$ cat src/rtl/hadamard_sched_pkg.sv
// Shared types and helpers for the radix-4 stage/group scheduler.
package hadamard_sched_pkg;

    typedef enum logic [1:0] {
        ST_IDLE  = 2'd0,
        ST_ISSUE = 2'd1,
        ST_DRAIN = 2'd2,
        ST_DONE  = 2'd3
    } state_t;

    // Reverse the low ndig base-4 digits of v.
    function automatic logic [31:0] digitrev4(input logic [31:0] v, input int unsigned ndig);
        logic [31:0] r;
        r = '0;
        for (int unsigned i = 0; i < 16; i++) begin
            if (i < ndig) begin
                r = r | (((v >> (2 * i)) & 32'd3) << (2 * (ndig - 1 - i)));
            end
        end
        return r;
    endfunction

endpackage

$ cat src/rtl/hadamard_sched_if.sv
// Scheduler control / buffer-request bundle; master = scheduler side.
interface hadamard_sched_if #(
    parameter int unsigned M = 2
);
    localparam int unsigned ADDR_W = 2 * M;
    localparam int unsigned SH_W   = $clog2(ADDR_W);
    localparam int unsigned ST_W   = $clog2(M) + 1;

    logic              start;
    logic              hold;
    logic              busy;
    logic              done;
    logic [ST_W-1:0]   stage;
    logic              rd_en;
    logic              rd_bank;
    logic [ADDR_W-1:0] rd_base;
    logic [SH_W-1:0]   rd_sh;
    logic [ADDR_W-1:0] tw_idx;
    logic              pipe_start;
    logic              wr_en;
    logic              wr_bank;
    logic [ADDR_W-1:0] wr_base;
    logic [SH_W-1:0]   wr_sh;

    modport master (
        input  start, hold,
        output busy, done, stage, rd_en, rd_bank, rd_base, rd_sh, tw_idx,
               pipe_start, wr_en, wr_bank, wr_base, wr_sh
    );

    modport slave (
        output start, hold,
        input  busy, done, stage, rd_en, rd_bank, rd_base, rd_sh, tw_idx,
               pipe_start, wr_en, wr_bank, wr_base, wr_sh
    );
endinterface

$ cat src/rtl/hadamard_addr_gen.sv
// Combinational (group, stage) -> read/twiddle/write address mapping.
// HADAMARD_SCHED_DIGITREV_EN: last stage writes in natural (digit-reversed) order.
module hadamard_addr_gen
    import hadamard_sched_pkg::*;
#(
    parameter  int unsigned M      = 2,
    localparam int unsigned ADDR_W = 2 * M,
    localparam int unsigned SH_W   = $clog2(ADDR_W),
    localparam int unsigned ST_W   = $clog2(M) + 1,
    localparam int unsigned G_W    = ADDR_W - 2
) (
    input  logic [G_W-1:0]    g,
    input  logic [ST_W-1:0]   stage,
    output logic [ADDR_W-1:0] rd_base,
    output logic [SH_W-1:0]   rd_sh,
    output logic [ADDR_W-1:0] tw_idx,
    output logic [ADDR_W-1:0] wr_base,
    output logic [SH_W-1:0]   wr_sh
);

    logic [ADDR_W-1:0] g_w;
    logic [ADDR_W-1:0] mask;
    logic [ADDR_W-1:0] k;
    logic [ADDR_W-1:0] b;

    // k selects the position inside the span, b the butterfly block.
    always_comb begin
        rd_sh   = SH_W'(2 * (M - 1 - 32'(stage)));
        g_w     = ADDR_W'(g);
        mask    = (ADDR_W'(1) << rd_sh) - ADDR_W'(1);
        k       = g_w & mask;
        b       = g_w >> rd_sh;
        rd_base = ((b << rd_sh) << 2) | k;
        tw_idx  = k << {stage, 1'b0};
        wr_base = rd_base;
        wr_sh   = rd_sh;
`ifdef HADAMARD_SCHED_DIGITREV_EN
        if (32'(stage) == M - 1) begin
            wr_base = ADDR_W'(digitrev4(32'(g), M - 1));
            wr_sh   = SH_W'(2 * (M - 1));
        end
`endif
    end

endmodule

$ cat src/rtl/hadamard_sched.sv
// Stage/group scheduler for the radix-4 DIF FFT around complexhadamard.
// HADAMARD_SCHED_DIGITREV_EN selects natural-order write-back on the last stage.
module hadamard_sched
    import hadamard_sched_pkg::*;
#(
    parameter int unsigned M        = 2,
    parameter int unsigned PIPE_LAT = 5
) (
    input logic             clk,
    input logic             rst,
    hadamard_sched_if.master bus
);

    localparam int unsigned ADDR_W = 2 * M;
    localparam int unsigned SH_W   = $clog2(ADDR_W);
    localparam int unsigned ST_W   = $clog2(M) + 1;
    localparam int unsigned G_W    = ADDR_W - 2;
    localparam logic [ST_W-1:0] LAST_ST = ST_W'(M - 1);

    state_t            state, state_n;
    logic [G_W-1:0]    g, ag_g;
    logic [ST_W-1:0]   stage, ag_stage;
    logic              issue;
    logic              drain_end;

    logic [ADDR_W-1:0] ag_rd_base, ag_tw, ag_wr_base;
    logic [SH_W-1:0]   ag_rd_sh, ag_wr_sh;

    logic              busy_q, done_q, rd_en_q, rd_bank_q;
    logic [ADDR_W-1:0] rd_base_q, tw_q, wb_q;
    logic [SH_W-1:0]   rd_sh_q, wsh_q;

    logic [PIPE_LAT:0] vld;
    logic [ADDR_W-1:0] base_d [0:PIPE_LAT];
    logic [SH_W-1:0]   sh_d   [0:PIPE_LAT];
    logic [PIPE_LAT:0] bank_d;

    hadamard_addr_gen #(.M(M)) u_addr (
        .g       (ag_g),
        .stage   (ag_stage),
        .rd_base (ag_rd_base),
        .rd_sh   (ag_rd_sh),
        .tw_idx  (ag_tw),
        .wr_base (ag_wr_base),
        .wr_sh   (ag_wr_sh)
    );

    // Last write-back of a stage: nothing younger is still in the pipe.
    assign drain_end = vld[PIPE_LAT] && (vld[PIPE_LAT-1:0] == '0);

    // Next state and the (group, stage) pair issued at this edge.
    always_comb begin
        state_n  = state;
        issue    = 1'b0;
        ag_g     = g;
        ag_stage = stage;
        case (state)
            ST_IDLE: begin
                if (bus.start) begin
                    state_n  = ST_ISSUE;
                    ag_g     = '0;
                    ag_stage = '0;
                end
            end
            ST_ISSUE: begin
                if (!bus.hold) begin
                    issue = 1'b1;
                    if (&g) state_n = ST_DRAIN;
                end
            end
            ST_DRAIN: begin
                if (drain_end) begin
                    if (stage != LAST_ST) begin
                        state_n  = ST_ISSUE;
                        ag_g     = '0;
                        ag_stage = stage + ST_W'(1);
                        issue    = !bus.hold;
                    end else begin
                        state_n = ST_DONE;
                    end
                end
            end
            ST_DONE: state_n = ST_IDLE;
        endcase
    end

    // State, counters, issue registers and the in-flight delay line.
    always_ff @(posedge clk) begin
        if (rst) begin
            state     <= ST_IDLE;
            g         <= '0;
            stage     <= '0;
            busy_q    <= 1'b0;
            done_q    <= 1'b0;
            rd_en_q   <= 1'b0;
            rd_bank_q <= 1'b0;
            rd_base_q <= '0;
            rd_sh_q   <= '0;
            tw_q      <= '0;
            wb_q      <= '0;
            wsh_q     <= '0;
            vld       <= '0;
            bank_d    <= '0;
            for (int i = 0; i <= PIPE_LAT; i++) begin
                base_d[i] <= '0;
                sh_d[i]   <= '0;
            end
        end else begin
            state     <= state_n;
            busy_q    <= (state_n != ST_IDLE);
            done_q    <= (state_n == ST_DONE);
            g         <= issue ? ag_g + G_W'(1) : ag_g;
            stage     <= ag_stage;
            rd_en_q   <= issue;
            rd_bank_q <= ag_stage[0];
            rd_base_q <= issue ? ag_rd_base : '0;
            rd_sh_q   <= issue ? ag_rd_sh : '0;
            tw_q      <= issue ? ag_tw : '0;
            wb_q      <= issue ? ag_wr_base : '0;
            wsh_q     <= issue ? ag_wr_sh : '0;
            vld       <= {vld[PIPE_LAT-1:0], rd_en_q};
            bank_d    <= {bank_d[PIPE_LAT-1:0], rd_en_q & ~rd_bank_q};
            base_d[0] <= wb_q;
            sh_d[0]   <= wsh_q;
            for (int i = 1; i <= PIPE_LAT; i++) begin
                base_d[i] <= base_d[i-1];
                sh_d[i]   <= sh_d[i-1];
            end
        end
    end

    assign bus.busy       = busy_q;
    assign bus.done       = done_q;
    assign bus.stage      = stage;
    assign bus.rd_en      = rd_en_q;
    assign bus.rd_bank    = rd_bank_q;
    assign bus.rd_base    = rd_base_q;
    assign bus.rd_sh      = rd_sh_q;
    assign bus.tw_idx     = tw_q;
    assign bus.pipe_start = vld[0];
    assign bus.wr_en      = vld[PIPE_LAT];
    assign bus.wr_bank    = bank_d[PIPE_LAT];
    assign bus.wr_base    = base_d[PIPE_LAT];
    assign bus.wr_sh      = sh_d[PIPE_LAT];

endmodule

$ cat src/flat_wrapper.sv
// flat-port wrapper written by rule: the top's interface ports become plain ports
module hadamard_sched_flat import hadamard_sched_pkg::*;
#(
    parameter int unsigned M        = 2,
    parameter int unsigned PIPE_LAT = 5
)
  (clk, rst, bus_start, bus_hold, bus_busy, bus_done, bus_stage, bus_rd_en, bus_rd_bank, bus_rd_base, bus_rd_sh, bus_tw_idx, bus_pipe_start, bus_wr_en, bus_wr_bank, bus_wr_base, bus_wr_sh);
  hadamard_sched_if #(.M(M)) bus_i ();
  input logic clk;
  input logic rst;
  input wire logic [$bits(bus_i.start)-1:0] bus_start;
  input wire logic [$bits(bus_i.hold)-1:0] bus_hold;
  output wire logic [$bits(bus_i.busy)-1:0] bus_busy;
  output wire logic [$bits(bus_i.done)-1:0] bus_done;
  output wire logic [$bits(bus_i.stage)-1:0] bus_stage;
  output wire logic [$bits(bus_i.rd_en)-1:0] bus_rd_en;
  output wire logic [$bits(bus_i.rd_bank)-1:0] bus_rd_bank;
  output wire logic [$bits(bus_i.rd_base)-1:0] bus_rd_base;
  output wire logic [$bits(bus_i.rd_sh)-1:0] bus_rd_sh;
  output wire logic [$bits(bus_i.tw_idx)-1:0] bus_tw_idx;
  output wire logic [$bits(bus_i.pipe_start)-1:0] bus_pipe_start;
  output wire logic [$bits(bus_i.wr_en)-1:0] bus_wr_en;
  output wire logic [$bits(bus_i.wr_bank)-1:0] bus_wr_bank;
  output wire logic [$bits(bus_i.wr_base)-1:0] bus_wr_base;
  output wire logic [$bits(bus_i.wr_sh)-1:0] bus_wr_sh;
  assign bus_i.start = bus_start;
  assign bus_i.hold = bus_hold;
  assign bus_busy = bus_i.busy;
  assign bus_done = bus_i.done;
  assign bus_stage = bus_i.stage;
  assign bus_rd_en = bus_i.rd_en;
  assign bus_rd_bank = bus_i.rd_bank;
  assign bus_rd_base = bus_i.rd_base;
  assign bus_rd_sh = bus_i.rd_sh;
  assign bus_tw_idx = bus_i.tw_idx;
  assign bus_pipe_start = bus_i.pipe_start;
  assign bus_wr_en = bus_i.wr_en;
  assign bus_wr_bank = bus_i.wr_bank;
  assign bus_wr_base = bus_i.wr_base;
  assign bus_wr_sh = bus_i.wr_sh;
  hadamard_sched #(.M(M), .PIPE_LAT(PIPE_LAT)) u_core (.clk(clk), .rst(rst), .bus(bus_i));
endmodule
$ cat config.mk
export PLATFORM = sky130hd
export DESIGN_NAME = hadamard_sched_flat
export DESIGN_NICKNAME = d
export VERILOG_FILES = /design/src/rtl/hadamard_sched_pkg.sv /design/src/rtl/hadamard_sched_if.sv /design/src/rtl/hadamard_addr_gen.sv /design/src/rtl/hadamard_sched.sv /design/src/flat_wrapper.sv
export SDC_FILE = /design/constraint.sdc
export NUM_CORES = 1
export LEC_CHECK = 0
export BUFFER_PORTS_ARGS = -buffer_cell sky130_fd_sc_hd__buf_2
export CAP_MARGIN = 10
export CORE_AREA = 2 2 80 82
export CTS_BUF_LIST = sky130_fd_sc_hd__clkbuf_2 sky130_fd_sc_hd__clkbuf_4 sky130_fd_sc_hd__clkbuf_8
export CTS_CLUSTER_SIZE = 14
export DETAILED_ROUTE_END_ITERATION = 6
export DIE_AREA = 0 0 82 84
export GPL_TIMING_DRIVEN = 0
export PLACE_DENSITY = 0.51
export REMOVE_ABC_BUFFERS = 1
export SYNTH_ARGS = -nofsm -noshare
export SYNTH_HDL_FRONTEND = slang
export SYNTH_SLANG_ARGS = --single-unit
$ cat constraint.sdc
create_clock -name clk -period 3.65 [get_ports clk]
set_clock_uncertainty 0.05 [all_clocks]
set_input_delay 0.5475 -clock clk [delete_from_list [all_inputs] [get_ports clk]]
set_output_delay 0.5475 -clock clk [all_outputs]
set_load 0.02 [all_outputs]
== After elaboration in Yosys (flattened, before gate mapping) ==
Memories as Yosys holds them, arrays and structs flattened.
Cells that the tools add are included.
Operators by class
  shifts and indexed selects: 4
  add/subtract/negate cells: 4
  bitwise operators: 17
  reductions and logical operators: 7
  muxes and demuxes: 34
  equal/unequal tests: 5
Operators with widths (count)
  $mux 2: 18
  $mux 4: 6
  $or 1x1->1: 12
  $pmux 2 s2: 2
  $pmux 2 s4: 1
  $eq 2x2->1 const B: 3
  $mux 1: 6
  $logic_not 5->1: 1
  $add 2x1->2 const B: 2
  $and 2x4->4: 1
  $or 4x4->4: 1
  $shl 1x2->4 const A: 1
  $shl 4x2->2: 1
  $shl 4x3->4: 1
  $shr 2x2->4: 1
  $sub 4x2->4 const B: 1
  $eq 2x1->1 const B: 1
  $logic_not 2->1: 1
  $ne 2x1->1 const B: 1
  $not 1->1: 2
  $pmux 1 s2: 1
  $reduce_and 2->1: 1
  $reduce_bool 2->1: 1
  $reduce_or 2->1: 1
  4 further kinds: 4
Word-level totals
  output and inout bits: 25
  register bits after elaboration: 32
  memories kept: 2
  logic and storage cells: 86
  input port bits: 4
  bits in writable memories: 36
Memory list
  u_core.base_d: words 6, bits a word 4, rd ports 6, clocked after memory_dff 0, wr ports 6, RTL line hadamard_sched.sv:34  | logic [ADDR_W-1:0] base_d [0:PIPE_LAT];
  u_core.sh_d: words 6, bits a word 2, rd ports 6, clocked after memory_dff 0, wr ports 6, RTL line hadamard_sched.sv:35  | logic [SH_W-1:0] sh_d [0:PIPE_LAT];

== Longest topological paths before layout ==
Gate-level depths: netlist of run 1.
  word-level depth: 9
  depth in mapped cells: 8
  gate-level depth less buffers: 7

== By module ==
Synthesis of run 1 repeated with hierarchy kept, for this count alone.
Unflattened totals
  cells, all modules: 216
  area total of the unflattened synthesis: 2398.6 um^2
By module, submodules not included
  hadamard_sched: cells each 199, sequential area each 1461.4 um^2, instances 1, area an instance 2283.4 um^2
  hadamard_addr_gen: cells each 17, sequential area each 0.0 um^2, instances 1, area an instance 115.1 um^2

== Worst setup path before layout of run 1 ==
Ideal clock, no wire load.
  path kind: reg2reg
  from: reg u_core.state[1]
  to: reg u_core.tw_q[1] (netlist: u_core.bus.tw_idx[1])
  path buffers: 1
  arrival: 1.491 ns
  stages on the path, launching flop included: 9
  period minus slack after synthesis: 1.661 ns
  slack: 1.989 ns
  path through: dfxtp_1 -> inv_1 -> ha_1 -> buf_6 -> mux2i_1 -> and2_1 -> and3_1 -> a41oi_2 -> nor2_1
On the way
  cells in the longest elaborated chain, start to end: 7
  elaborated cells on any way between the ends: 13
  those cells by class: add/sub: 2; eq/ne: 2; shift: 2; mux: 3; bitwise: 2; reduce/logical: 2
RTL lines
  start, declared: RTL line hadamard_sched.sv:20  | state_t state, state_n;
  start signal, assigned: RTL line hadamard_sched.sv:109  | state <= state_n;
  $eq 2x2->1 or $logic_not 2->1 (tied branches): RTL line hadamard_sched.sv:57  | case (state)
  $pmux 2 s2: RTL line hadamard_sched.sv:57
  $sub 1x1->1: RTL line hadamard_addr_gen.sv:28  | rd_sh = SH_W'(2 * (M - 1 - 32'(stage)));
  $shl 1x2->4: RTL line hadamard_addr_gen.sv:30  | mask = (ADDR_W'(1) << rd_sh) - ADDR_W'(1);
  $sub 4x2->4: RTL line hadamard_addr_gen.sv:30
  $and 2x4->4: RTL line hadamard_addr_gen.sv:31  | k = g_w & mask;
  $shl 4x3->4: RTL line hadamard_addr_gen.sv:34  | tw_idx = k << {stage, 1'b0};
  end signal, assigned: RTL line hadamard_sched.sv:118  | tw_q <= issue ? ag_tw : '0;
  end, declared: RTL line hadamard_sched.sv:30  | logic [ADDR_W-1:0] rd_base_q, tw_q, wb_q;
Parallel ways exist; a longest one is shown, timed or not.
A chain may end at the register's enable or synchronous reset.

== Worst setup path after layout of run 1 ==
  from: in rst
  to: reg u_core.tw_q[1] (netlist: u_core.bus.tw_idx[1])
On the way
  cells in the longest elaborated chain, start to end: 1
RTL lines
  start, declared: RTL line flat_wrapper.sv:10  | input logic rst;
  $reduce_or 2->1 (no source line)
Every way passes these cells.

==> results of run 1 <==
## routing by layer
layer | global-route usage (%) | vias to the layer above
met5 | 0 | -
met4 | 4.55 | 0
met3 | 6.71 | 4
met2 | 16.4 | 32
met1 | 12.7 | 584
li1 | - | 658
## per-stage QoR
stage / power (mW) / hold slack [ns] / instance area [µm²] / util, %
floorplan: 0.705 / 0.364 / 1960 / -
global placement: 0.724 / 0.366 / 2190 / 35.9
detailed placement: 0.724 / 0.372 / 2190 / 35.9
CTS: 1.48 / 0.386 / 2450 / 40.2
global route: 1.53 / 0.401 / 2450 / 40.2
finish: 1.46 / 0.383 / 2450 / 40.2
## synthesized netlist by cell type (2+ instances only)
library cell  instances  share of area, %
o21ai_1               3              0.74
inv_1                 5              0.93
buf_4                 4               1.5
o21ai_0               2              0.49
and3_1                3              0.93
clkbuf_1              5              0.93
nor3b_1               3               1.1
and2_1                3              0.93
nand2_1               7               1.3
o22ai_1               2              0.62
nor2b_1              44                14
ha_1                  3               1.9
nor2_1               11               2.0
nor3_1                3              0.74
dfxtp_1              60                59
a21oi_1               5               1.2
nand4_1               2              0.62
buf_2                 2              0.49
## flip-flops by register name, indices dropped and copies added, names as in the netlist
register            count
u_core.sh_d             6
u_core.bus.tw_idx       4
u_core.bus.busy         1
u_core.base_d          24
u_core.bus.done         1
u_core.bus.rd_sh        1
u_core.bus.rd_en        1
u_core.state            2
u_core.bus.rd_base      4
u_core.bus.stage        2
u_core.g                2
u_core.bank_d           6
u_core.vld              6
## cell type report
| class | count | share of cell area (%) |
|---|---|---|
| tap | 77 | 3.93 |
| sequential | 60 | 49.1 |
| timing repair buffer | 26 | 5.31 |
| clock inverter | 5 | 4.34 |
| clock buffer | 11 | 6.18 |
| inverter | 5 | 0.766 |
| multi-input combinational | 114 | 30.4 |
## report_power, final
group          internal, mW  switching, mW
combinational        0.0147         0.0328
clock                 0.493          0.253
sequential            0.659        0.00192
total                  1.17          0.288
## cell families (layout without fill, tap and decap cells)
group	Yosys count	in the layout	share of synthesized area [%]
and+or+nand+nor	85	85	26.0
muxes	2	2	1.24
other	1	4	0.185
AOI/OAI and AO/OA	20	20	6.99
adders and majority gates	3	3	1.86
buffers and inverters	17	47	4.39
DFF	60	60	59.4
## worst max path at each step
stage / start / to / cells past startpoint
finish: rst / u_core.bus.tw_idx[1] / 6
global route: u_core.state[1] / u_core.bus.tw_idx[1] / 7
CTS: rst / u_core.bus.tw_idx[1] / 6
detailed placement: rst / u_core.bus.tw_idx[1] / 6
global placement: rst / u_core.bus.tw_idx[1] / 6
floorplan: u_core.bus.stage[0] / u_core.bus.tw_idx[1] / 5
## critical path: cells and delay by family
| kind | cells | cell delay [ns] |
|---|---|---|
| AOI/OAI and AO/OA | 1 | 0.23 |
| and+or+nand+nor | 4 | 0.73 |
| buffers and inverters | 1 | 0.67 |
==> qor.csv, run 1 <==
stage,metric,value,unit
run_status,outcome,"complete, no violations",
drt,drc,0,
clock_network,path_clk_slew,0.06,ns
clock_network,htreeDepth,3,
clock_network,clockBufferDepth,2,
yosys,syn_area_per_cell,10.8,µm²
grt,grt_max_degree,52,
place,place.gp.congestion,0.751,
yosys,syn-cell-area,0.00202,mm²
final_layout,layout_common_cells,"dfxtp_1, nor2b_1, buf_2",
clock_network,numClockSinks,60,
setup_path,crit_type,primary input to flip-flop,
drt,totalWireLength,3.12,mm
yosys,ys_warn_count,0,
worst_hold_path,hp-class,flip-flop to flip-flop,
place,dp.cells,282,
setup_path,required,3.81,ns
setup_path,cp_max_fo,51,
drt,wl_met3,208,µm
final_layout,mostFrequentLayoutCell,dfxtp_1,
power,vdd_ir_drop_max,0.000247,V
power,p_leak,1.06,nW
clock_network,root_buffer,clkbuf_8,
grt,grt_usage,11.1,%
final_layout,nets,223,
sta,finalWorstSetupSlack,1.63,ns
clock_network,cts_setup_buffers,0,
floorplanning,std_cell_rows,29,
setup_path,regToRegEndpoint,u_core.bus.tw_idx[1],
floorplanning,io_pins,29,
clock_network,cts_hold_buf,0,
final_layout,final_cells,298,
sta,final_hold_viol_count,0,
drt,drt-vias-per-instance,4.29,
sta,fin_crit_sh,55.2,%
floorplanning,die_y,84,µm
drt,first_pass_iters,4,
setup_path,arrival,2.18,ns
floorplanning,dieWidth,82,µm
worst_hold_path,min-delay-start,u_core.sh_d[0][1],
grt,grt_pass1_wl,5.51,mm
setup_path,cp_slowest_cell,buf_2,
yosys,synth_seq_area_share,59.4,%
final_layout,seq_area,0.00120,mm²
place,dpl_worst_slack,1.24,ns
drt,vias,1278,
setup_path,worstPathCellList,buf_2 -> nor3b_1 -> and2_1 -> and3_1 -> a41oi_2 -> nor2_1,
grt,overflow,0,
worst_hold_path,whs_endpoint,u_core.sh_d[0][3],
drt,drt_iter0_markers,31,
clock_network,clk_latency,0.33,ns
yosys,synth-edff-count,0,
final_layout,drive_gt1_share,23.1,%
grt,antenna_found_initial,0,
sta,timing.fmax,496,MHz
setup_path,max_stage_delay,0.67,ns
sta,rsz0062_at_grt,no,
final_layout,n_fill_cell,610,
final_layout,syn_to_final_growth,21.0,%
sta,max_slew_margin,40.7,%
yosys,ys_seq_elements,60,
sta,tightest_slew,0.889,ns
drt,dr.max_layer_used,met4,
floorplanning,start_util,33.2,%
sta,tns,0,ns
worst_hold_path,hold_depth,1,
sta,slew_viol_final,0,
sta,period_needed,2.02,ns
clock_network,tritoncts.num_buffers,9,
floorplanning,core,0.00610,mm²
yosys,synth_flop_cell,dfxtp_1,
drt,ant_nets,0,
setup_path,r2r_start,u_core.state[1],
place,port_buffers,26,
floorplanning,die_area,0.00689,mm²
drt,wl_met1,1.43,mm
place,detailed_place_hpwl,1.94,mm
clock_network,ctsResizeCount,0,
final_layout,multiInputGateArea,744,µm²
drt,wl_met2,1.45,mm
clock_network,cts_tree,done,
yosys,netlist_instances,188,
power,cellPowerDensity,594,mW/mm²
grt,grt_pass1_vias,1181,
setup_path,r2r_slack,1.64,ns
sta,setup_violations,0,
run,maxCapViolCount,0,
drt,routedWlPerCell,10.5,µm
setup_path,cp-end-kind,flip-flop,
yosys,async_flop_share,0,%
final_layout,antennaDiodeCount,0,
yosys,ys_types,39,
setup_path,r2r.worst_path.cells,7,
setup_path,startpoint_type,primary input,
No activity file was read; power rests on OpenSTA's default activity.
==> run 2, diff against run 1 <==
PLACE_DENSITY = 0.53   (was 0.51)
clock period = 1.7 ns   (was 3.65 ns; I/O delays follow)
==> run 2 against run 1 <==
  * Sequential share of layout area fell by 2.8 points
  * Register-to-register slack got worse by 1.6 ns
  * Utilization rose by 2.6 points
  * Critical path type is now flip-flop to flip-flop
  * Combinational power rose to 3.0 times the previous value
  * Non-clock buffer count rose by 7
  * Sequential power rose by 110%
  * Via count rose by 2.7%
==> qor.csv, run 2 (same netlist as run 1, synthesis figures left out) <==
stage,metric,value,unit
sta,max_slew_margin,36.8,%
grt,grt_pass1_wl,5.56,mm
clock_network,clk_latency,0.33,ns
drt,first_pass_iters,4,
clock_network,tritoncts.num_buffers,9,
grt,overflow,0,
drt,routedWlPerCell,11.0,µm
grt,grt_pass1_vias,1181,
power,vdd_ir_drop_max,0.000546,V
sta,slew_viol_final,0,
place,detailed_place_hpwl,1.99,mm
setup_path,cp-end-kind,flip-flop,
power,p_leak,1.08,nW
floorplanning,io_pins,29,
final_layout,finalInstanceArea,0.00261,mm²
drt,drc,0,
final_layout,drive_gt1_share,33.9,%
place,dpl-instance-area,0.00219,mm²
sta,rsz0062_at_grt,yes,
place,place.gp.congestion,0.759,
floorplanning,die_area,0.00689,mm²
drt,drt-vias-per-instance,4.32,
final_layout,nets,230,
final_layout,syn_to_final_growth,29.0,%
setup_path,crit_type,flip-flop to flip-flop,
final_layout,regMostFlops,u_core.base_d,
clock_network,path_clk_slew,0.06,ns
clock_network,clockBufferDepth,2,
power,total_power,3.03,mW
sta,period_needed,1.67,ns
setup_path,arrival,1.84,ns
setup_path,required,1.87,ns
floorplanning,std_cell_rows,29,
grt,antenna_found_initial,0,
sta,final_hold_viol_count,0,
drt,ant_nets,0,
clock_network,numClockSinks,60,
sta,setup_violations,0,
setup_path,startpoint_type,flip-flop,
grt,grt_max_degree,52,
drt,totalWireLength,3.34,mm
clock_network,htreeDepth,3,
setup_path,cp_max_fo,4,
clock_network,cts_tree,done,
worst_hold_path,hp-class,primary input to flip-flop,
run,maxCapViolCount,0,
drt,drt_iter0_markers,69,
run_status,outcome,"complete, no violations",
floorplanning,start_util,33.2,%
floorplanning,core,0.00610,mm²
grt,grt_usage,11.2,%
clock_network,root_buffer,clkbuf_8,
place,port_buffers,26,
final_layout,mostFrequentLayoutCell,dfxtp_1,
power,cellPowerDensity,1160,mW/mm²
floorplanning,die_y,84,µm
sta,fin_crit_sh,98.4,%
final_layout,antennaDiodeCount,0,
sta,timing.fmax,598,MHz
drt,vias,1312,
floorplanning,dieWidth,82,µm
sta,tightest_slew,0.948,ns
final_layout,largest_register_ff_count,24,
final_layout,layout_common_cells,"dfxtp_1, nor2b_1, buf_2",
-- run 2: cell type report --
| type | count | area (µm²) |
|---|---|---|
| Clock buffer | 12 | 165 |
| Clock inverter | 3 | 68.8 |
| Fill cell | 608 | 3490 |
| Inverter | 5 | 18.8 |
| Multi-Input combinational cell | 114 | 871 |
| Sequential cell | 60 | 1210 |
| Tap cell | 77 | 96.3 |
| Timing Repair Buffer | 33 | 183 |
-- run 2: routing by layer --
metal / vias up / global-route usage, % / routed length (µm)
li1: 672 / - / -
met1: 594 / 13.3 / 1610
met2: 38 / 15.4 / 1460
met3: 8 / 7.47 / 233
met4: 0 / 5.00 / 42
met5: - / 0 / 0
-- run 2: final timing paths --
kind                     from              endpoint  slack, ns  depth (start not counted)
max             u_core.vld[0]  u_core.bus.tw_idx[0]       0.03                          5
min                 bus_start   u_core.bus.stage[1]       0.35                          4
max reg2reg     u_core.vld[0]  u_core.bus.tw_idx[0]       0.03                          5
min reg2reg  u_core.bank_d[4]      u_core.bank_d[5]       0.38                          1
-- run 2: critical path: stages, from the launching register on --
cell and delay (ns):
dfxtp_2 0.33, nor4_4 0.35, nand3_2 0.16, mux2_4 0.36, a32oi_4 0.22, nor2_1 0.08
-- run 2: stage by stage --
step	std cells	setup WS (ns)	setup TNS, ns	util (%)	hold slack (ns)
2_1_floorplan	179	0.0346	0	-	0.271
3_5_place_dp	282	-0.405	-2.78	35.9	0.372
5_1_grt	304	-0.0244	-0.0370	42.8	0.336
4_1_cts	298	0.000110	0	41.6	0.301
3_3_place_gp	282	-0.361	-2.38	35.9	0.366
6_report	304	0.0279	0	42.8	0.346
-- run 2: power breakdown --
part / switching [mW] / internal (mW)
Combinational: 0.0871 / 0.0540
Clock: 0.526 / 0.940
Sequential: 0.00453 / 1.42
-- run 2: timing repair --
| item | CTS | global route |
|---|---|---|
| hold buffers | 0 | 0 |
| hold endpoints to repair | 0 | 0 |
| setup endpoints to repair | 14 | 10 |
| buffers inserted | 1 | 6 |
| pin swaps | 5 | 6 |
| resized for setup | 20 | 9 |
==> run 3, diff against run 2 <==
CORE_AREA = 2 2 71 73   (was 2 2 80 82)
DIE_AREA = 0 0 73 75   (was 0 0 82 84)
PLACE_DENSITY = 0.64   (was 0.53)
==> run 3 against run 2 <==
  * Via count up 2.2%
  * Sequential share of layout area up 1.4 points
  * Sequential power about the same
  * Critical path depth up 1
  * Utilization up 12 points
  * Global-route usage up 1.7 points
  * Worst hold slack better by 0.028 ns
  * Clock power down 16%
  * Die area down 21%
  * Setup slack better by 0.0076 ns
  * Total power down 7.3%
  * Critical endpoint is now u_core.bus.rd_base[3]
==> qor.csv, run 3 (same netlist as run 1, synthesis figures left out) <==
stage,metric,value,unit
drt,drt-vias-per-instance,4.74,
worst_hold_path,min-delay-start,bus_start,
grt,antenna_found_initial,0,
place,dpl-instance-area,0.00216,mm²
setup_path,crit_type,flip-flop to flip-flop,
drt,drc,0,
run_status,outcome,"complete, no violations",
setup_path,startpoint_type,flip-flop,
sta,tns,0,ns
power,total_power,2.81,mW
final_layout,antennaDiodeCount,0,
drt,vias,1341,
setup_path,cp-end-kind,flip-flop,
final_layout,finalInstanceArea,0.00253,mm²
final_layout,drive_gt1_share,32.8,%
sta,setup_violations,0,
floorplanning,die_area,0.00548,mm²
grt,grt_usage,12.9,%
sta,slew_viol_final,0,
floorplanning,start_util,43.4,%
power,p_leak,1.08,nW
grt,grt_pass1_wl,5.11,mm
sta,tightest_slew,0.873,ns
place,place.gp.congestion,0.850,
worst_hold_path,hp-class,primary input to flip-flop,
drt,ant_nets,0,
place,dp.cells,259,
final_layout,seq_area,0.00121,mm²
setup_path,required,1.86,ns
clock_network,htreeDepth,3,
drt,first_pass_iters,5,
sta,max_slew_margin,41.8,%
setup_path,arrival,1.82,ns
sta,timing.fmax,601,MHz
setup_path,cp_slowest_cell,dfxtp_2,
sta,fin_crit_sh,97.9,%
sta,period_needed,1.66,ns
final_layout,final_cells,283,
final_layout,regMostFlops,u_core.base_d,
setup_path,path_delay_family,simple AND/OR/NAND/NOR gates,
place,detailed_place_hpwl,1.89,mm
sta,whs,0.374,ns
setup_path,r2r_slack,0.04,ns
worst_hold_path,hold_depth,4,
final_layout,syn_to_final_growth,25.2,%
floorplanning,std_cell_rows,25,
clock_network,clockBufferDepth,2,
clock_network,numClockSinks,60,
setup_path,critPathBufInv,1,
sta,rsz0062_at_grt,yes,
run,maxCapViolCount,0,
floorplanning,die_y,75,µm
final_layout,largest_register_ff_count,24,
setup_path,r2r_start,u_core.vld[1],
setup_path,worstPathCellList,nor4_4 -> buf_4 -> nand3_4 -> mux2_4 -> a41oi_4 -> nor2_1,
setup_path,r2r.worst_path.cells,6,
clock_network,cts_tree,done,
sta,final_hold_viol_count,0,
setup_path,max_stage_delay,0.33,ns
clock_network,root_buffer,clkbuf_8,
floorplanning,io_pins,29,
final_layout,n_fill_cell,416,
final_layout,layout_common_cells,"dfxtp_1, nor2b_1, buf_2",
setup_path,cp_max_fo,6,
final_layout,mostFrequentLayoutCell,dfxtp_1,
grt,overflow,0,
worst_hold_path,whs_endpoint,u_core.state[1],
clock_network,clk_latency,0.32,ns
floorplanning,dieWidth,73,µm
final_layout,nets,231,
clock_network,path_clk_slew,0.07,ns
place,port_buffers,26,
grt,grt_pass1_vias,1134,
drt,totalWireLength,3.22,mm
drt,routedWlPerCell,11.4,µm
setup_path,regToRegEndpoint,u_core.bus.rd_base[3],
power,cellPowerDensity,1110,mW/mm²
drt,drt_iter0_markers,31,
grt,grt_max_degree,52,
power,vdd_ir_drop_max,0.000556,V
clock_network,tritoncts.num_buffers,9,
final_layout,multiInputGateArea,848,µm²
floorplanning,core,0.00466,mm²
## run 3: changes by cell type in the layout (fill, tap and decap cells not counted), sizes merged
cell and change:
clkbuf -2, clkinv +2, clkinvlp +2, buf +1
bufinv -1
## run 3: stage by stage
step                      setup WS (ns)  util (%)
final                            0.0355      54.3
after global routing            -0.0413      54.3
after CTS                        0.0129      52.2
after detailed placement         -0.347      46.4
after global placement           -0.350      46.4
after floorplan                  0.0346         -
## run 3: metal layers
| layer | track usage, % | vias to the layer above | part of all wire, % |
|---|---|---|---|
| met4 | 7.41 | 0 | 2.8 |
| li1 | - | 679 | - |
| met1 | 15.6 | 627 | 46 |
| met2 | 19.0 | 27 | 47 |
| met3 | 5.62 | 8 | 3.4 |
| met5 | 0 | - | 0 |
## run 3: how the worst max path moves through the flow
stage | endpoint | start | slack [ns] | depth (start not counted)
2_1_floorplan | u_core.bus.tw_idx[1] | u_core.bus.stage[0] | 0.03 | 5
3_3_place_gp | u_core.bus.tw_idx[1] | rst | -0.35 | 6
5_1_grt | u_core.g[0] | u_core.vld[1] | -0.04 | 6
6_report | u_core.bus.rd_base[3] | u_core.vld[1] | 0.04 | 6
3_5_place_dp | u_core.bus.tw_idx[1] | rst | -0.35 | 6
4_1_cts | u_core.bus.tw_idx[1] | u_core.state[1] | 0.01 | 7
## run 3: power by group
part	switching [mW]	total, mW	internal, mW
clock	0.530	1.24	0.713
sequential	0.00502	1.42	1.42
combinational	0.0853	0.142	0.0569
total	0.621	2.81	2.19
## run 3: repair_timing
action / in CTS / in global routing
setup buffers: 3 / 5
pin swaps: 2 / 3
resized for setup: 13 / 11
setup endpoints to repair: 11 / 9
hold buffers: 0 / 0
hold endpoints to repair: 0 / 0
## run 3: cell type report
class | count | share of cell area (%)
sequential | 60 | 47.6
multi-input combinational | 114 | 33.5
timing repair buffer | 34 | 7.51
inverter | 5 | 0.741
clock inverter | 6 | 2.52
clock buffer | 10 | 5.43
tap | 54 | 2.67
## run 3: worst register-to-register path: cells and delay by family (launching register included)
family | cells | cell delay [ns]
simple gates | 3 | 0.39
flops | 1 | 0.33
mux | 1 | 0.33
compound gates | 1 | 0.26
buf+inv | 1 | 0.19
